**src/rtl/johnson_monitor.sv**
```systemverilog
// -----------------------------------------------------------------------------
// johnson_monitor
//
// Receive-side checker for a Johnson-code LED chaser bus. On every enabled
// SAMPLE strobe the observed code is decoded to a position index. The block
// locks onto the stepping sequence after LOCK_LEN consecutive legal advances,
// flags illegal codes / illegal transitions while locked, and counts
// completed sweeps around the 2*WIDTH-state ring.
//
// Optional feature macro: MONITOR_REVERSE_EN
//   When defined, a step to the predecessor position is also accepted as a
//   legal (reverse) advance and DIR reports the direction of the last
//   accepted step. When undefined, a predecessor is an error and DIR is 0.
//
// Ports:
//   CLK        in   system clock, rising edge
//   RSTn       in   asynchronous active-low reset
//   ENABLE     in   1 = process SAMPLE, 0 = freeze all state (STEP forced 0)
//   SAMPLE     in   one-cycle strobe, CODE_IN valid this cycle
//   CODE_IN    in   [WIDTH-1:0] observed Johnson code, MSB fills first
//   POS        out  decoded position 0..2*WIDTH-1
//   LOCKED     out  sequence tracking established
//   STEP       out  one-cycle pulse per accepted advance while locked
//   ERR        out  sticky error flag (errors seen while locked)
//   ERR_COUNT  out  [CNT_W-1:0] errors while locked, saturating
//   SWEEPS     out  [CNT_W-1:0] completed full cycles, wrapping
//   DIR        out  1 = last accepted step was reverse
// -----------------------------------------------------------------------------
module johnson_monitor #(
    parameter int WIDTH    = 7,
    parameter int LOCK_LEN = 2,
    parameter int CNT_W    = 8
) (
    input  logic                          CLK,
    input  logic                          RSTn,
    input  logic                          ENABLE,
    input  logic                          SAMPLE,
    input  logic [WIDTH-1:0]              CODE_IN,
    output logic [$clog2(2*WIDTH)-1:0]    POS,
    output logic                          LOCKED,
    output logic                          STEP,
    output logic                          ERR,
    output logic [CNT_W-1:0]              ERR_COUNT,
    output logic [CNT_W-1:0]              SWEEPS,
    output logic                          DIR
);

    localparam int N  = 2 * WIDTH;
    localparam int PW = $clog2(N);
    localparam int RW = (LOCK_LEN > 1) ? $clog2(LOCK_LEN + 1) : 1;

    typedef enum logic [0:0] {
        ST_SEARCH = 1'b0,
        ST_LOCKED = 1'b1
    } state_t;

    // Decode a Johnson code: returns {legal, index}. Leading ones from the
    // MSB give indices 0..WIDTH, trailing ones at the LSB give the falling
    // half of the ring (2*WIDTH-m).
    function automatic logic [PW:0] decode_code(input logic [WIDTH-1:0] code);
        logic [WIDTH-1:0] ones;
        logic [PW:0]      res;
        ones = {WIDTH{1'b1}};
        res  = {(PW+1){1'b0}};
        for (int k = 0; k <= WIDTH; k++) begin
            res = (code == ~(ones >> k)) ? {1'b1, PW'(k)} : res;
        end
        for (int m = 1; m < WIDTH; m++) begin
            res = (code == (ones >> (WIDTH - m))) ? {1'b1, PW'(N - m)} : res;
        end
        return res;
    endfunction

    state_t            state_r, state_nx_s;
    logic [PW-1:0]     pos_r, pos_nx_s;
    logic [RW-1:0]     run_r, run_nx_s;
    logic              step_r, step_nx_s;
    logic              err_r, err_nx_s;
    logic [CNT_W-1:0]  err_count_r, err_count_nx_s;
    logic [CNT_W-1:0]  sweeps_r, sweeps_nx_s;

    logic [PW:0]       dec_s;
    logic              legal_s;
    logic [PW-1:0]     idx_s;
    logic [PW-1:0]     succ_s;
    logic              proc_s;
    logic              is_hold_s;
    logic              is_fwd_s;
    logic              is_rev_s;
    logic              adv_s;
    logic              dir_break_s;
    logic              lock_hit_s;
    logic              wrap_s;

`ifdef MONITOR_REVERSE_EN
    logic [PW-1:0]     pred_s;
    logic              run_dir_r, run_dir_nx_s;
    logic              dir_r, dir_nx_s;
`endif

    assign dec_s     = decode_code(CODE_IN);
    assign legal_s   = dec_s[PW];
    assign idx_s     = dec_s[PW-1:0];
    assign succ_s    = (pos_r == PW'(N - 1)) ? {PW{1'b0}} : pos_r + PW'(1'b1);
    assign proc_s    = ENABLE & SAMPLE;
    assign is_hold_s = legal_s && (idx_s == pos_r);
    assign is_fwd_s  = legal_s && (idx_s == succ_s);

`ifdef MONITOR_REVERSE_EN
    assign pred_s      = (pos_r == {PW{1'b0}}) ? PW'(N - 1) : pos_r - PW'(1'b1);
    assign is_rev_s    = legal_s && (idx_s == pred_s);
    // A lock run must keep one direction; a reversal mid-run restarts it.
    assign dir_break_s = (run_r != {RW{1'b0}}) && (run_dir_r != is_rev_s);
    assign wrap_s      = (is_fwd_s && (idx_s == {PW{1'b0}})) ||
                         (is_rev_s && (idx_s == PW'(N - 1)));
`else
    assign is_rev_s    = 1'b0;
    assign dir_break_s = 1'b0;
    assign wrap_s      = is_fwd_s && (idx_s == {PW{1'b0}});
`endif

    assign adv_s      = is_fwd_s | is_rev_s;
    assign lock_hit_s = adv_s && !dir_break_s && (run_r == RW'(LOCK_LEN - 1));

    // State and datapath registers
    always_ff @(posedge CLK or negedge RSTn) begin
        if (!RSTn) begin
            state_r     <= ST_SEARCH;
            pos_r       <= {PW{1'b0}};
            run_r       <= {RW{1'b0}};
            step_r      <= 1'b0;
            err_r       <= 1'b0;
            err_count_r <= {CNT_W{1'b0}};
            sweeps_r    <= {CNT_W{1'b0}};
`ifdef MONITOR_REVERSE_EN
            run_dir_r   <= 1'b0;
            dir_r       <= 1'b0;
`endif
        end else begin
            state_r     <= state_nx_s;
            pos_r       <= pos_nx_s;
            run_r       <= run_nx_s;
            step_r      <= step_nx_s;
            err_r       <= err_nx_s;
            err_count_r <= err_count_nx_s;
            sweeps_r    <= sweeps_nx_s;
`ifdef MONITOR_REVERSE_EN
            run_dir_r   <= run_dir_nx_s;
            dir_r       <= dir_nx_s;
`endif
        end
    end

    // Next-state logic: lock on the LOCK_LEN-th advance, drop on any break
    always_comb begin
        state_nx_s = state_r;
        if (proc_s) begin
            case (state_r)
                ST_SEARCH: begin
                    if (lock_hit_s) begin
                        state_nx_s = ST_LOCKED;
                    end else begin
                        state_nx_s = ST_SEARCH;
                    end
                end
                ST_LOCKED: begin
                    if (is_hold_s || adv_s) begin
                        state_nx_s = ST_LOCKED;
                    end else begin
                        state_nx_s = ST_SEARCH;
                    end
                end
                default: state_nx_s = ST_SEARCH;
            endcase
        end else begin
            state_nx_s = state_r;
        end
    end

    // Next values of the registered outputs and the lock run counter
    always_comb begin
        pos_nx_s       = pos_r;
        run_nx_s       = run_r;
        step_nx_s      = 1'b0;
        err_nx_s       = err_r;
        err_count_nx_s = err_count_r;
        sweeps_nx_s    = sweeps_r;
`ifdef MONITOR_REVERSE_EN
        run_dir_nx_s   = run_dir_r;
        dir_nx_s       = dir_r;
`endif
        if (proc_s) begin
            case (state_r)
                ST_SEARCH: begin
                    if (!legal_s) begin
                        run_nx_s = {RW{1'b0}};
                    end else if (is_hold_s) begin
                        run_nx_s = run_r;
                    end else if (adv_s) begin
                        pos_nx_s = idx_s;
`ifdef MONITOR_REVERSE_EN
                        run_dir_nx_s = is_rev_s;
`endif
                        if (dir_break_s || lock_hit_s) begin
                            run_nx_s = {RW{1'b0}};
                        end else begin
                            run_nx_s = run_r + RW'(1'b1);
                        end
                    end else begin
                        pos_nx_s = idx_s;
                        run_nx_s = {RW{1'b0}};
                    end
                end
                ST_LOCKED: begin
                    if (is_hold_s) begin
                        pos_nx_s = pos_r;
                    end else if (adv_s) begin
                        pos_nx_s  = idx_s;
                        step_nx_s = 1'b1;
`ifdef MONITOR_REVERSE_EN
                        dir_nx_s  = is_rev_s;
`endif
                        if (wrap_s) begin
                            sweeps_nx_s = sweeps_r + CNT_W'(1'b1);
                        end else begin
                            sweeps_nx_s = sweeps_r;
                        end
                    end else begin
                        err_nx_s = 1'b1;
                        run_nx_s = {RW{1'b0}};
                        if (err_count_r == {CNT_W{1'b1}}) begin
                            err_count_nx_s = err_count_r;
                        end else begin
                            err_count_nx_s = err_count_r + CNT_W'(1'b1);
                        end
                        if (legal_s) begin
                            pos_nx_s = idx_s;
                        end else begin
                            pos_nx_s = pos_r;
                        end
                    end
                end
                default: begin
                    run_nx_s = {RW{1'b0}};
                end
            endcase
        end else begin
            step_nx_s = 1'b0;
        end
    end

    assign POS       = pos_r;
    assign LOCKED    = (state_r == ST_LOCKED);
    assign STEP      = step_r;
    assign ERR       = err_r;
    assign ERR_COUNT = err_count_r;
    assign SWEEPS    = sweeps_r;
`ifdef MONITOR_REVERSE_EN
    assign DIR       = dir_r;
`else
    assign DIR       = 1'b0;
`endif

endmodule

```
**config.mk**
```make
export PLATFORM = sky130hd
export DESIGN_NAME = johnson_monitor
export DESIGN_NICKNAME = d
export VERILOG_FILES = /design/src/rtl/johnson_monitor.sv
export SDC_FILE = /design/constraint.sdc
export NUM_CORES = 1
export LEC_CHECK = 0
export CAP_MARGIN = 25
export CORE_ASPECT_RATIO = 0.6
export CORE_MARGIN = 2
export CORE_UTILIZATION = 55
export CTS_CLUSTER_SIZE = 30
export DETAILED_ROUTE_END_ITERATION = 8
export GPL_ROUTABILITY_DRIVEN = 1
export PLACE_DENSITY = 0.84
export SYNTH_ARGS = -nofsm -noshare
export SYNTH_HDL_FRONTEND = slang
export SYNTH_SLANG_ARGS = --single-unit
```
**constraint.sdc**
```tcl
create_clock -name CLK -period 5.1 [get_ports CLK]
set_input_delay 0.51 -clock CLK [delete_from_list [all_inputs] [get_ports CLK]]
set_output_delay 0.51 -clock CLK [all_outputs]
set_load 0.03 [all_outputs]
```
# ---- Yosys cells after proc, flatten, opt, wreduce, memory -nomap -nowiden
# Index checks and enable logic that the tools add are counted.
dict set report totals {
  word_cells 87
  output_inout_bits 24
  reg_bits 25
}
dict set report op_classes {
  addsub 4
  bitwise 5
  n_eq_ne 24
  reduce_logical 12
  n_mux 35
}
# op count
set ops {}
lappend ops {{$mux 5} 14}
lappend ops {{$eq 7x7->1 const B} 7}
lappend ops {{$mux 4} 6}
lappend ops {{$add 8x1->8 const B} 2}
lappend ops {{$reduce_and 5->1} 3}
lappend ops {{$mux 2} 6}
lappend ops {{$eq 4x4->1} 2}
lappend ops {{$eq 8x8->1 const B} 1}
lappend ops {{$ne 2x2->1 const B} 4}
lappend ops {{$pmux 4 s2} 1}
lappend ops {{$reduce_and 4->1} 2}
lappend ops {{$eq 7x1->1 const B} 1}
lappend ops {{$eq 7x2->1 const B} 1}
lappend ops {{$eq 7x3->1 const B} 1}
lappend ops {{$eq 7x4->1 const B} 1}
lappend ops {{$eq 7x5->1 const B} 1}
lappend ops {{$eq 7x6->1 const B} 1}
lappend ops {{$logic_not 7->1} 1}
lappend ops {{$mux 1} 6}
lappend ops {{$add 4x1->4 const B} 1}
lappend ops {{$eq 4x4->1 const B} 1}
lappend ops {{$logic_and 1x1->1} 4}
lappend ops {{$logic_not 4->1} 1}
lappend ops {{$not 1->1} 4}
lappend ops {{other kinds (8)} 8}

# ---- Logic depth before layout (Yosys ltp)
# Gate-level depths: netlist of the first run.
dict set report depth {
  depth_word 23
  ltp_mapped 9
}

# ---- Worst setup path before layout of the first run
# Ideal clock, no wire load.
dict set report synth_path {
  path_kind {input-to-reg}
  startpoint {in CODE_IN[3]}
  endpoint {reg err_count_r[1] (netlist: ERR_COUNT[1])}
  path_buffers 1
  path_slack_ps 2247
  t_arrival_ps 2729
  cell_stages 9
  setup_ps 125
  cell_sequence {buf_6 > or4_4 > or2_4 > o22ai_4 > o21ai_2 > a221oi_4 > nand3b_2 > nand4_1 > mux2_2}
}
dict set report synth_between {
  elab_chain_cells 18
  elab_cells_between_ends 35
  classes_between {eq/ne (15); mux (14); bitwise (2); reduce/logical (4)}
}
# element line_no
set synth_lines {}
lappend synth_lines {{start, declared} 38} ;# input logic [WIDTH-1:0] CODE_IN,
lappend synth_lines {{$eq 7x7->1 or $logic_not 7->1 (tied branches)} 66} ;# res = (code == ~(ones >> k)) ? {1'b1, PW'(k)} : res;
lappend synth_lines {{$mux 5 (7 in series)} 66}
lappend synth_lines {{$mux 5 (on tied branches)} {69, 66}}
lappend synth_lines {{$mux 5 (4 in series)} 69} ;# res = (code == (ones >> (WIDTH - m))) ? {1'b1, PW'(N - m)} : res;
lappend synth_lines {{$mux 5 *} 69}
lappend synth_lines {{$eq 4x4->1, or another cell as far along} 107} ;# assign is_fwd_s = legal_s && (idx_s == succ_s);
lappend synth_lines {{$logic_and 1x1->1 (on tied branches)} {107, 106}}
lappend synth_lines {{$not 1->1 (no source line)} --}
lappend synth_lines {{$reduce_and 5->1 (no source line) *} --}
lappend synth_lines {{end signal, assigned} 133} ;# err_count_r <= {CNT_W{1'b0}};
lappend synth_lines {{end signal, assigned} 145} ;# err_count_r <= err_count_nx_s;
lappend synth_lines {{end, declared} 79} ;# logic [CNT_W-1:0] err_count_r, err_count_nx_s;
# Mark *: on every way between the ends. The rest lies on a longest branch, timed or not.
# A chain may end at the register's enable or synchronous reset.

# ---- Worst setup path after layout of the first run
# Same ends and word-level chain as after synthesis.

==> flow_summary.ini, run 1 <==
[status]
status = finished, final reports clean

[power_and_ir_drop]
p_leak_nw = 0.868
powerDensity_nw_per_um2 = 227
peakVddDrop_mv = 0.131
totalPowerFinal_mw = 0.474

[critical_path]
path_cells = clkdlybuf4s50_1 -> or4_4 -> nor2_2 -> o21ai_0 -> a22o_2 -> a221oi_4 -> nand3b_2 -> nand4_1 -> mux2_2
critPathKind = in -> reg
endpoint_kind = flop
cp.buffers_inverters = 1
worst-path-max-fanout = 10
worst_ep_required_time_ns = 5.26
cpMaxStageDelayCell = or4_4
cpLargestDelayFamily = simple AND/OR/NAND/NOR gates
cp.arrival_ns = 3.49
slowest_delay_ns = 0.57
critPathLaunchType = primary input

[floorplan]
core_um2 = 2870
num_io_pins = 35
die_x_um = 75.1
row_count = 15
dieArea_um2 = 3500
die_h_um = 46.7
start_util_pct = 58.1

[global_route]
grt_pass1_vias = 1385
grt_overflow_total = 0
track_usage_pct = 25.7
grt_max_degree = 15
antenna_found_initial = 0
grt_pass1_wl_um = 6620

[yosys]
ys_async_sr_fraction_pct = 100
avgSynthCellArea_um2 = 9.81
ys_types = 54
yosysWarnings = 0
synthCells = 170
synth_edf_count = 0
synth.ff_latch_count = 25
netlist_area_um2 = 1670
ys.flop_type = dfrtp_1
synthesis.nets = 184
yosysSeqAreaShare_pct = 37.5

[layout]
drive_gt1_share_pct = 15.7
final_core_util_pct = 72.6
diodes = 0
fin_nets = 219
finalInstanceArea_um2 = 2090
areaGrowthSynthToFinish_pct = 25.1
finalNonFillerCells = 246

[sta]
drv_slew = 0
fmax_ghz = 0.300
tightest_slew_ns = 0.725
fin_setup_tns_ns = 0
skew_ns = 0.00909
rsz0062_at_grt = false
maxSlewHeadroom_pct = 51.5
setup_viol = 0
finalHoldViolCount = 0
period_needed_ns = 3.33
fin_crit_sh_pct = 65.3

[clock_tree]
cts-resized-gates = 0
insertion_delay_ns = 0.28
cts_buffer_depth = 2
cts_setup_buffers = 0
clkTransAtPathRegs_ns = 0.09
cts_sinks = 25
tritoncts = done
cts_buffers = 3
postCtsHoldBufs = 0
h-tree-depth = 1
cts-root-buf = clkbuf_8

[detailed_routing]
drtPass1Iterations = 5
detail_route.vias_per_cell = 6.20
drc_errors = 0
vias = 1526
drtAntennaViolNets = 0
routed_wl_um = 4110
routedWlPerCell_um = 16.7
drtIter0Drc = 188

[place]
globalplace.congestion = 0.946
portBuffers = 33
dpl_cell_area_um2 = 2040
place_inst = 242
hpwl_um = 3130

[run]
maxCapViolations = 0

[worst_hold_path]
min_path_type = reg -> reg
[state kept, by name, summed over array words and instances (netlist names)]
signal and flops:
ERR 1, SWEEPS 8, STEP 1, ERR_COUNT 8, LOCKED 1, run_r 2
POS 4
[cells by family after synthesis]
group / after synthesis / synth area share [%]
adder cells (fa/ha/maj): 3 / 2.25
AND/OR/NAND/NOR: 79 / 28.7
XOR/XNOR: 16 / 8.40
other: 1 / 0.225
AO/OA/AOI/OAI: 35 / 18.4
flip-flops: 25 / 37.5
multiplexers: 3 / 2.03
buffers and inverters: 8 / 2.48
[where the power goes]
group / switching (mW) / total (mW) / internal, mW
Clock: 0.0643 / 0.119 / 0.0548
Sequential: 0.0172 / 0.226 / 0.209
Combinational: 0.0754 / 0.129 / 0.0541
[worst register-to-register path: stages, from the launching register on]
cell and delay, ns:
dfrtp_1 0.49, or3_2 0.55, a22o_2 0.28, a221oi_4 0.30
nand3b_2 0.26, nand4_1 0.21, mux2_2 0.35
[metrics by stage]
stage                     hold slack [ns]  setup WS [ns]
after floorplan                     0.214           2.25
after global placement              0.457           1.67
after detailed placement            0.460           1.53
after CTS                           0.479           1.81
after global routing                0.510           1.61
final                               0.479           1.77
[path summary, 6_finish.rpt]
kind | start | endpoint | slack (ns) | cells past startpoint
setup / recovery | CODE_IN[3] | ERR_COUNT[1]$_DFFE_PN0P_ | 1.77 | 9
hold / removal | SWEEPS[7]$_DFFE_PN0P_ | SWEEPS[7]$_DFFE_PN0P_ | 0.48 | 1
setup reg to reg | POS[2]$_DFFE_PN0P_ | ERR_COUNT[1]$_DFFE_PN0P_ | 2.54 | 6
hold reg to reg | SWEEPS[7]$_DFFE_PN0P_ | SWEEPS[7]$_DFFE_PN0P_ | 0.48 | 1
max in group asynchronous | RSTn | ERR_COUNT[1]$_DFFE_PN0P_ | 3.90 | 2
min in group asynchronous | RSTn | run_r[1]$_DFFE_PN0P_ | 0.66 | 1
[layout by cell type (no fill, tap or decap), types with 2 or more instances in the layout]
cell type        count
and2_1               2
dfrtp_1             25
ha_1                 3
and4_2               2
and3_1               4
xnor2_1             10
or4_4                2
clkdlybuf4s50_1     33
a21o_1               2
nor2_1               9
a31o_2               2
mux2_2               3
nand3_1              7
nor4_1               4
nand2_1             15
clkbuf_8             3
nand4b_1             3
inv_1                4
or2b_2               2
or3_2                2
nor3_1               5
o21ai_0             10
xor2_1               6
o21bai_1             2
and4_1               3
a21oi_1              5
nand4_1              9
[cell usage after synthesis, types with 2 or more instances]
cell type	number	area, um2
a21o_1	2	15.0
a21oi_1	5	25.0
a31o_2	2	17.5
and2_1	2	12.5
and3_1	4	25.0
and4_1	3	26.3
and4_2	2	20.0
dfrtp_1	25	626
ha_1	3	37.5
inv_1	4	15.0
mux2_2	3	33.8
nand2_1	15	56.3
nand3_1	7	35.0
nand4_1	9	56.3
nand4b_1	3	26.3
nor2_1	9	33.8
nor3_1	5	25.0
nor4_1	4	25.0
o21ai_0	10	50.1
o21bai_1	2	15.0
or2b_2	2	17.5
or3_2	2	15.0
or4_4	2	22.5
xnor2_1	10	87.6
xor2_1	6	52.6
[layout make-up]
cell class	count	area [um2]
Clock buffer	3	41.3
Clock inverter	1	5.00
Fill cell	203	786
Inverter	4	15.0
Multi-Input combinational cell	137	1000
Sequential cell	25	626
Tap cell	42	52.6
Timing Repair Buffer	34	345
[metal layers]
layer  up-vias  wire, um  global-route usage [%]
met5         -         0                       0
met4         0        57                    5.00
met3        16       348                    6.35
met2        87      1810                    39.3
met1       712      1890                    37.1
li1        711         -                       -
(Power assumes the default switching activity.)
==> run 2: changes to the inputs <==
CORE_UTILIZATION = 51   (was 55)
PLACE_DENSITY = 0.79   (was 0.84)
clock period = 3.4 ns   (was 5.1 ns; I/O delays follow)
==> run 2 against run 1 <==
  * Register-to-register slack worse by 1.7 ns
  * Critical path depth stayed put
  * Total power is 50% higher
  * Non-clock buffer count is 2 higher
  * Largest power group unchanged
==> flow_summary.ini, run 2 (synthesis results as in run 1) <==
[global_route]
grt_pass1_vias = 1303
track_usage_pct = 21.0
antenna_found_initial = 0
grt_overflow_total = 0
grt_max_degree = 18
grt_pass1_wl_um = 6020

[sta]
rsz0062_at_grt = false
fin_setup_tns_ns = 0
tightest_slew_ns = 0.613
skew_ns = 0.00470
layout_setup_ws_ns = 0.305
setup_viol = 0
fin_crit_sh_pct = 91.0
maxSlewHeadroom_pct = 59.0
period_needed_ns = 3.09
fmax_ghz = 0.323
drv_slew = 0
finalHoldViolCount = 0

[floorplan]
dieArea_um2 = 3760
die_h_um = 48.3
num_io_pins = 35
core_um2 = 3180
die_x_um = 77.8
start_util_pct = 52.4
row_count = 16

[status]
status = finished, final reports clean

[detailed_routing]
drtAntennaViolNets = 0
wirelength_met1_um = 1920
drc_errors = 0
drtIter0Drc = 102
routed_wl_um = 3930
wl_met3_um = 289
routedWlPerCell_um = 15.7
routed.top_layer = met4
vias = 1478
wl_met2_um = 1710
detail_route.vias_per_cell = 5.89
drtPass1Iterations = 4

[run]
maxCapViolations = 0

[critical_path]
reg2reg_slack_ns = 0.84
worst-path-max-fanout = 8
ff2ff_path_depth = 7
endpoint_kind = flop
critPathLaunchType = primary input
critPathKind = in -> reg
worst_ep_required_time_ns = 3.59
cp.arrival_ns = 3.29

[layout]
areaGrowthSynthToFinish_pct = 26.9
finalInstanceArea_um2 = 2120
mostFrequentLayoutCells = 33 x clkdlybuf4s50_1, 25 x dfrtp_1, 15 x nand2_1, 10 x o21ai_0, 10 x xnor2_1
fin_nets = 221
drive_gt1_share_pct = 16.0
final_common_cell = clkdlybuf4s50_1
finalNonFillerCells = 251
diodes = 0

[place]
hpwl_um = 3040
dpl_cell_area_um2 = 2070
dp_slack_ns = 0.0886
globalplace.congestion = 0.919
place_inst = 247
portBuffers = 33

[clock_tree]
insertion_delay_ns = 0.27
cts_setup_buffers = 0
h-tree-depth = 1
tritoncts = done
clkTransAtPathRegs_ns = 0.09
cts-root-buf = clkbuf_8
postCtsHoldBufs = 0
cts_sinks = 25
cts_buffers = 3
cts-resized-gates = 0
cts_buffer_depth = 2

[worst_hold_path]
min_path_type = in -> async

[power_and_ir_drop]
powerDensity_nw_per_um2 = 336
totalPowerFinal_mw = 0.711
p_leak_nw = 0.880
peakVddDrop_mv = 0.254
-- run 2: layout make-up --
type / count / area, um2
Inverter: 4 / 15.0
Fill cell: 245 / 1070
Tap cell: 45 / 56.3
Timing Repair Buffer: 36 / 373
Clock buffer: 4 / 45.0
Multi-Input combinational cell: 137 / 1000
Sequential cell: 25 / 626
-- run 2: path summary, 6_finish.rpt --
| check | end | startpoint |
|---|---|---|
| setup / recovery | SWEEPS[6]$_DFFE_PN0P_ | CODE_IN[3] |
| hold / removal | STEP$_DFF_PN0_ | RSTn |
| setup reg to reg | SWEEPS[6]$_DFFE_PN0P_ | LOCKED$_DFFE_PN0P_ |
| hold reg to reg | SWEEPS[7]$_DFFE_PN0P_ | SWEEPS[7]$_DFFE_PN0P_ |
| max in group asynchronous | SWEEPS[1]$_DFFE_PN0P_ | RSTn |
| min in group CLK | SWEEPS[7]$_DFFE_PN0P_ | SWEEPS[7]$_DFFE_PN0P_ |
-- run 2: metrics by stage --
stage                     util, %  hold slack (ns)
after CTS                    66.5            0.406
final                        66.5            0.406
after global routing         66.5            0.427
after detailed placement     65.1            0.470
after floorplan                 -           0.0444
after global placement       64.2            0.449
-- run 2: report_power, final --
part           internal [mW]  total (mW)  switching (mW)
logic                 0.0840       0.194           0.110
clock network         0.0839       0.178          0.0940
registers              0.313       0.339          0.0260
total                  0.481       0.711           0.230
-- run 2: critical path, cell delays in order --
cell             delay, ns
clkdlybuf4s50_1       0.66
or4_4                 0.23
o21ai_0               0.12
a31o_2                0.29
or4b_2                0.72
a2111oi_4             0.46
nand2_1               0.15
nor2_1                0.14
xor2_1                0.16
-- run 2: routing by layer --
layer	GRT usage, %	vias to the layer above
li1	-	718
met1	27.7	712
met2	35.7	44
met3	7.22	4
met4	2.50	0
met5	0	-
==> run 3: changes to the inputs <==
REMOVE_ABC_BUFFERS = 1   (was unset)
==> run 3 against run 2 <==
  * Routed wire length about the same
  * Sequential share of layout area fell by 0.16 points
  * Critical path depth unchanged
  * Non-clock buffer count rose by 1
  * Fmax increased by 1.8%
  * Critical endpoint unchanged
==> flow_summary.ini, run 3 (synthesis results as in run 1) <==
[critical_path]
worst_r2r_startpoint = LOCKED$_DFFE_PN0P_
endpoint = SWEEPS[6]$_DFFE_PN0P_
cp.buffers_inverters = 1
path_cells = clkdlybuf4s50_1 -> or4_4 -> o21ai_0 -> a31o_2 -> or4b_2 -> a2111oi_4 -> nand2_1 -> nor2_1 -> xor2_1
ff2ff_path_depth = 7
r2r-end = SWEEPS[6]$_DFFE_PN0P_
endpoint_kind = flop
reg2reg_slack_ns = 0.85
worst-path-stages = 9
cpMaxStageDelayCell = or4b_2
worst_ep_required_time_ns = 3.59
cp.arrival_ns = 3.23
slowest_delay_ns = 0.71
worst-path-max-fanout = 8
cp-startpoint = CODE_IN[3]
critPathLaunchType = primary input
critPathKind = in -> reg
cpLargestDelayFamily = simple AND/OR/NAND/NOR gates

[clock_tree]
cts-root-buf = clkbuf_8
cts_sinks = 25
cts_buffer_depth = 2
insertion_delay_ns = 0.27
h-tree-depth = 1
tritoncts = done
cts_setup_buffers = 0
cts-resized-gates = 0
postCtsHoldBufs = 0
cts_buffers = 3
clkTransAtPathRegs_ns = 0.09

[run]
maxCapViolations = 0

[detailed_routing]
routed_wl_um = 3930
detail_route.vias_per_cell = 5.77
routedWlPerCell_um = 15.6
drtAntennaViolNets = 0
drc_errors = 0
drtPass1Iterations = 6
vias = 1454
drtIter0Drc = 144

[sta]
fmax_ghz = 0.329
drv_slew = 0
fin_setup_tns_ns = 0
rsz0062_at_grt = false
maxSlewHeadroom_pct = 58.8
tightest_slew_ns = 0.617
setup_viol = 0
skew_ns = 0.00756
fin_crit_sh_pct = 89.4
period_needed_ns = 3.04
finalHoldViolCount = 0
layout_setup_ws_ns = 0.359

[floorplan]
core_um2 = 3180
row_count = 16
start_util_pct = 52.4
num_io_pins = 35
die_x_um = 77.8
dieArea_um2 = 3760
die_h_um = 48.3

[layout]
fin_nets = 222
finalNonFillerCells = 252
drive_gt1_share_pct = 16.9
diodes = 0
fillers = 230
final_common_cell = clkdlybuf4s50_1
mostFrequentLayoutCells = 33 x clkdlybuf4s50_1, 25 x dfrtp_1, 15 x nand2_1, 10 x o21ai_0, 10 x xnor2_1
areaGrowthSynthToFinish_pct = 27.5
finalInstanceArea_um2 = 2130

[place]
hpwl_um = 3120
portBuffers = 33
dpl_cell_area_um2 = 2080
place_inst = 248
globalplace.congestion = 0.882
dp_slack_ns = 0.101

[power_and_ir_drop]
totalPowerFinal_mw = 0.708
p_leak_nw = 0.883
peakVddDrop_mv = 0.197
powerDensity_nw_per_um2 = 333

[global_route]
track_usage_pct = 22.6
grt_max_degree = 19
grt_overflow_total = 0
grt_pass1_wl_um = 6590
grt_pass1_vias = 1311
antenna_found_initial = 0

[status]
status = finished, final reports clean

[worst_hold_path]
min_path_type = in -> async
[run 3: cell count changes in the layout (fill, tap and decap cells not counted)]
cell	previous run	this run
buf_4	2	3
clkbuf_1	1	0
clkinvlp_4	0	1
[run 3: routing by layer]
layer | part of all wire [%] | up-vias | track usage [%]
met5 | 0 | - | 0
met4 | 0.33 | 0 | 2.14
met3 | 8.0 | 2 | 4.44
met2 | 43 | 67 | 35.5
met1 | 49 | 673 | 33.9
li1 | - | 712 | -
[run 3: worst min path at each step]
stage,cells past startpoint,from,endpoint
after floorplan,0,RSTn,ERR$_DFFE_PN0P_
after global placement,1,ERR$_DFFE_PN0P_,ERR$_DFFE_PN0P_
after detailed placement,1,run_r[1]$_DFFE_PN0P_,run_r[1]$_DFFE_PN0P_
after CTS,1,RSTn,ERR_COUNT[5]$_DFFE_PN0P_
after global routing,1,RSTn,ERR_COUNT[5]$_DFFE_PN0P_
final,1,RSTn,ERR_COUNT[5]$_DFFE_PN0P_
[run 3: area by class of cell]
cell class | count | area, um2 | area share (%)
multi-input cells | 137 | 1000 | 47.1
repair buffers | 37 | 380 | 17.9
well taps | 45 | 56.3 | 2.65
clock buffers | 3 | 41.3 | 1.94
clock inverters | 1 | 7.51 | 0.353
flip-flops and latches | 25 | 626 | 29.4
inverters | 4 | 15.0 | 0.706
[run 3: stage by stage]
step                utilization (%)  hold WS [ns]
floorplan                         -        0.0444
global placement               64.4         0.455
detailed placement             65.3         0.471
CTS                            66.8         0.383
global route                   66.8         0.391
finish                         66.8         0.376
[run 3: power breakdown]
part | total [mW] | switching [mW] | internal, mW | leakage [nW]
Sequential | 0.338 | 0.0255 | 0.313 | 0.343
Clock | 0.175 | 0.0922 | 0.0829 | 0.0217
Combinational | 0.194 | 0.110 | 0.0845 | 0.518
